File: config.mk
export PLATFORM = sky130hd
export DESIGN_NAME = bus_rr_arbiter
export DESIGN_NICKNAME = d
export VERILOG_FILES = /design/src/rtl/bus_rr_arbiter.sv
export SDC_FILE = /design/constraint.sdc
export NUM_CORES = 1
export LEC_CHECK = 0
export CAP_MARGIN = 0
export CORE_AREA = 2 2 124 126
export DETAILED_ROUTE_END_ITERATION = 7
export DIE_AREA = 0 0 126 128
export PLACE_DENSITY = 0.68
export SYNTH_ARGS = -nofsm -noshare
export SYNTH_HDL_FRONTEND = slang
export SYNTH_SLANG_ARGS = --single-unit
File: constraint.sdc
create_clock -name clk_i -period 2.74 [get_ports clk_i]
set_clock_uncertainty 0.05 [all_clocks]
set_input_delay 0.548 -clock clk_i [delete_from_list [all_inputs] [get_ports clk_i]]
set_output_delay 0.548 -clock clk_i [all_outputs]
set_load 0.005 [all_outputs]
File: src/rtl/bus_rr_arbiter.sv
// Round-robin arbiter sharing one pipelined device port between NrHosts hosts.
// Accepted transactions are tracked in an in-order host-index FIFO so responses route back.
module bus_rr_arbiter #(
   parameter int unsigned NrHosts        = 2,
   parameter int unsigned DataWidth      = 32,
   parameter int unsigned AddressWidth   = 32,
   parameter int unsigned MaxOutstanding = 2
) (
   input  logic                                   clk_i,
   input  logic                                   rst_ni,
   input  logic [NrHosts-1:0]                     host_req_i,
   output logic [NrHosts-1:0]                     host_gnt_o,
   input  logic [NrHosts-1:0][AddressWidth-1:0]   host_addr_i,
   input  logic [NrHosts-1:0]                     host_we_i,
   input  logic [NrHosts-1:0][DataWidth/8-1:0]    host_be_i,
   input  logic [NrHosts-1:0][DataWidth-1:0]      host_wdata_i,
   output logic [NrHosts-1:0]                     host_rvalid_o,
   output logic [NrHosts-1:0][DataWidth-1:0]      host_rdata_o,
   output logic [NrHosts-1:0]                     host_err_o,
   output logic                                   device_req_o,
   input  logic                                   device_gnt_i,
   output logic [AddressWidth-1:0]                device_addr_o,
   output logic                                   device_we_o,
   output logic [DataWidth/8-1:0]                 device_be_o,
   output logic [DataWidth-1:0]                   device_wdata_o,
   input  logic                                   device_rvalid_i,
   input  logic [DataWidth-1:0]                   device_rdata_i,
   input  logic                                   device_err_i,
   output logic                                   busy_o,
   output logic                                   orphan_rsp_o
);

   // Handshake: a request is transferred in the cycle where req and gnt are both
   // high; the requester must hold req and its payload stable until that cycle.
   // rvalid has no back-pressure and arrives one or more cycles after transfer.

   localparam int unsigned IdxW = (NrHosts > 1) ? $clog2(NrHosts) : 1;
   localparam int unsigned PtrW = (MaxOutstanding > 1) ? $clog2(MaxOutstanding) : 1;
   localparam int unsigned CntW = $clog2(MaxOutstanding + 1);

   logic [IdxW-1:0] rr_q;
   logic [IdxW-1:0] winner;
   logic [IdxW-1:0] rr_next;
   logic [CntW-1:0] cnt_q;
   logic [PtrW-1:0] wr_ptr_q;
   logic [PtrW-1:0] rd_ptr_q;
   logic [IdxW-1:0] id_mem_q [MaxOutstanding];
   logic [IdxW-1:0] head;
   logic            any_req;
   logic            fwd;
   logic            accept;
   logic            fifo_empty;
   logic            pop;

   // Rotated priority scan starting at rr_q.
   always_comb begin
      logic            found;
      int unsigned     idx;
      logic [IdxW-1:0] cand;
      winner = rr_q;
      found  = 1'b0;
      for (int unsigned i = 0; i < NrHosts; i++) begin
         idx = int'(rr_q) + i;
         if (idx >= NrHosts) begin
            idx = idx - NrHosts;
         end
         cand = idx[IdxW-1:0];
         if (!found && host_req_i[cand]) begin
            winner = cand;
            found  = 1'b1;
         end
      end
   end

   assign any_req    = |host_req_i;
   assign fifo_empty = (cnt_q == '0);
   // Slot availability uses the registered count only; a pop this cycle frees nothing yet.
   assign fwd        = rst_ni && any_req && (cnt_q < CntW'(MaxOutstanding));
   assign accept     = fwd && device_gnt_i;
   assign pop        = rst_ni && device_rvalid_i && !fifo_empty;
   assign head       = id_mem_q[rd_ptr_q];
   assign rr_next    = (winner == IdxW'(NrHosts - 1)) ? '0 : winner + 1'b1;

   always_comb begin
      device_req_o   = 1'b0;
      device_addr_o  = '0;
      device_we_o    = 1'b0;
      device_be_o    = '0;
      device_wdata_o = '0;
      host_gnt_o     = '0;
      if (fwd) begin
         device_req_o   = 1'b1;
         device_addr_o  = host_addr_i[winner];
         device_we_o    = host_we_i[winner];
         device_be_o    = host_be_i[winner];
         device_wdata_o = host_wdata_i[winner];
         host_gnt_o[winner] = device_gnt_i;
      end
   end

   always_comb begin
      host_rvalid_o = '0;
      host_rdata_o  = '0;
      host_err_o    = '0;
      if (pop) begin
         host_rvalid_o[head] = 1'b1;
         host_rdata_o[head]  = device_rdata_i;
         host_err_o[head]    = device_err_i;
      end
   end

   assign busy_o       = rst_ni && !fifo_empty;
   assign orphan_rsp_o = rst_ni && device_rvalid_i && fifo_empty;

   always_ff @(posedge clk_i or negedge rst_ni) begin
      if (!rst_ni) begin
         rr_q <= '0;
      end else if (accept) begin
         rr_q <= rr_next;
      end
   end

   always_ff @(posedge clk_i or negedge rst_ni) begin
      if (!rst_ni) begin
         cnt_q <= '0;
      end else if (accept && !pop) begin
         cnt_q <= cnt_q + 1'b1;
      end else if (pop && !accept) begin
         cnt_q <= cnt_q - 1'b1;
      end
   end

   // Host-index FIFO; full is impossible on push because fwd is gated by cnt_q.
   always_ff @(posedge clk_i or negedge rst_ni) begin
      if (!rst_ni) begin
         wr_ptr_q <= '0;
         rd_ptr_q <= '0;
         for (int unsigned i = 0; i < MaxOutstanding; i++) begin
            id_mem_q[i] <= '0;
         end
      end else begin
         if (accept) begin
            id_mem_q[wr_ptr_q] <= winner;
            wr_ptr_q <= (wr_ptr_q == PtrW'(MaxOutstanding - 1)) ? '0 : wr_ptr_q + 1'b1;
         end
         if (pop) begin
            rd_ptr_q <= (rd_ptr_q == PtrW'(MaxOutstanding - 1)) ? '0 : rd_ptr_q + 1'b1;
         end
      end
   end

endmodule
==> results.md <==
- Via Count: 4068
- CTS tree: built
- Post-route cell area: 6410 um2
- Die W: 126 um
- Clock transition at path regs: 0.04 ns
- Total CTS buffers: 3
- Post-DR wirelength/cell: 18.0 um
- P_leak: 2.93 nW
- Crit path max-delay cell type: dfrtp_1
- Gr ovfl total: 0
- Placer Congestion: 0.891
- Critical path launch point type: flop
- Synth warn: 0
- Slew at the pin with the worst max-slew slack: 0.354 ns
- Synthesized area per cell: 7.48 um2
- Htree depth: 1
- Simple-Gate Fraction of Synth Area: 17.2%
- Crit-path max cell delay: 0.37 ns
- Initial core utilization: 18.3%
- GRT Util Overall: 17.6%
- Worst skew pair latency: 0.23 ns
- CTS Sinks: 7
- RSZ-0062 raised after global routing: no
- Max clock buf depth: 2
- Status: finished clean
- Layout cells sized above 1: 24.4%
- Nets: 854
- Core outline area: 14900 um2
- Number of fill cells: 1517
- Mux contribution to synthesized area: 1.57%
- Vias per inst: 4.71
- Syn nets: 541
- DRT antenna net count: 0
- First-pass DRT Iterations: 4
- Dpl hpwl: 11700 um
- Seq cells post-synth: 7
- Commonest non-fill, non-tap cells in the layout: clkdlybuf4s50_1, inv_1, o2111ai_1
- Pwr/cell area: 436 nW/um2
- Initial antenna violation count: 0
- DP Area: 6220 um2
- Post-synth design cell area: 2720 um2
- WP data arrival: 2.04 ns
- Max Freq: 0.379 GHz
- Multi-input logic area: 2120 um2
- Die Area: 16100 um2
- Post-Synth XOR/XNOR Area: 1.61%
- Max-cap viol count: 0
- Final Hold Fails: 0
- CP cell instances: mux2i_1 -> nor3b_4 -> buf_6 -> buf_4 -> buf_12 -> and2_1 -> dlygate4sd2_1
- Diode count: 0
- Largest net degree at the start of global routing: 71
- Post-synthesis cell count: 363
- Die Ht: 128 um
- Hold Slack: 0.210 ns
- Crit path time final: 2.64 ns
- # rows: 45
- I/O pin count: 319
- Root buffer cell: clkbuf_16
- Adder-Cell Fraction of Synth Area: 0.875%
- Worst path required time: 2.14 ns
- Worst VDD drop: 0.000312 V
- Post-Route WL: 15500 um
- Yosys cell types: 25
- Seq/Total Area, Yosys: 6.45%
- Initial drt markers: 136
- Final setup violating endpoints: 0
- Final Max Slew Viols: 0
- Number of I/O port buffers: 318
- Worst-path maximum fanout: 17
- Compound-Gate Fraction of Synth Area: 53.5%
- Commonest non-fill, non-tap cell in the layout: clkdlybuf4s50_1
- Crit end category: output port
- First-pass GRT wire length: 22600 um
- Min-delay worst type: input port to async pin
- WS Path Type: flop to output port
- Layout area overhead: 136%
- Period utilization: 96.3%
- Largest family of logic cells by synthesized area: compound AO/OA/AOI/OAI gates
- Register area: 176 um2
- DRC Markers: 0
- Vias in the first global route: 4087
- Slew headroom: 76.4%
[layer usage]
metal / part of all wire [%] / GRT usage, % / up-vias
li1: - / - / 1977
met1: 40 / 21.3 / 1928
met2: 53 / 32.7 / 147
met3: 5.4 / 2.80 / 16
met4: 1.2 / 3.56 / 0
met5: 0 / 0 / -
[flip-flops by register name, indices dropped and copies added, names as in the netlist]
register,count
cnt_q,2
rr_q,1
id_mem_q,2
rd_ptr_q,1
wr_ptr_q,1
[repair_timing]
item / 4_1_cts / 5_1_grt
buffers inserted: 9 / 2
hold buffers: 0 / 0
gates cloned: 5 / 0
setup endpoints to repair: 139 / 95
gates resized for setup: 246 / 11
pin swaps: 2 / 2
[cell families (layout without fill, tap and decap cells)]
| kind of cell | after synthesis | in the layout |
|---|---|---|
| and+or+nand+nor | 76 | 76 |
| buffers and inverters | 126 | 438 |
| AOI/OAI and AO/OA | 143 | 143 |
| muxes | 4 | 4 |
| DFF | 7 | 7 |
| xor gates and xnor gates | 5 | 5 |
| adders and majority gates | 2 | 2 |
[cell usage after synthesis (all sizes together)]
library cell	instances	area share, %
inv	74	10
o2111ai	71	23
o31ai	69	30
and2	66	15
clkbuf	33	4.6
buf	19	4.0
dfrtp	7	6.4
nor2	4	0.55
xnor2	3	0.97
mux2	2	0.83
mux2i	2	0.74
nor2b	2	0.46
o211ai	2	0.55
xor2	2	0.64
and3	1	0.23
ha	1	0.46
maj3	1	0.41
nand2	1	0.14
nor3	1	0.18
nor3b	1	0.46
o21ai	1	0.32
[critical path: cells and delay by family (launching register included)]
kind,cells,cell delay (ns)
buf+inv,4,0.68
flops,1,0.37
mux,1,0.27
simple gates,2,0.49
[area by class of cell]
class                           count  share of cell area, %
Timing Repair Buffer              360                   55.0
Multi-Input combinational cell    230                   33.1
Inverter                           74                   4.33
Tap cell                          188                   3.67
Sequential cell                     7                   2.75
Clock buffer                        4                   1.23
[path summary, 6_finish.rpt]
path,slack [ns],cells after the start,endpoint,startpoint
min,0.21,2,id_mem_q[0]$_DFFE_PN0P_,rst_ni
max in group asynchronous,2.32,2,rr_q$_DFFE_PN0P_,rst_ni
max,0.10,7,host_rdata_o[11],rd_ptr_q$_DFFE_PN0P_
min in group clk_i,0.46,1,wr_ptr_q$_DFFE_PN0P_,wr_ptr_q$_DFFE_PN0P_
max reg2reg,0.62,11,cnt_q[1]$_DFFE_PN0P_,cnt_q[1]$_DFFE_PN0P_
min reg2reg,0.46,1,wr_ptr_q$_DFFE_PN0P_,wr_ptr_q$_DFFE_PN0P_
[through the flow]
stage          setup slack, ns  power, mW  TNS, ns  utilization, %  std cells
4_1_cts                 -0.227       2.81    -1.56            42.9        861
3_3_place_gp            -0.375       2.40   -32.79            41.9        843
2_1_floorplan            0.621       1.21        0               -        363
3_5_place_dp            -0.378       2.44   -35.89            41.9        843
5_1_grt                 0.0104       2.98        0            43.1        863
6_report                 0.101       2.80        0            43.1        863
[power by group]
group          total [mW]  internal [mW]  switching, mW
clock               0.250          0.194         0.0560
combinational        2.32           1.18           1.14
sequential          0.225          0.160         0.0646
Power figures use the tool's default switching activity.
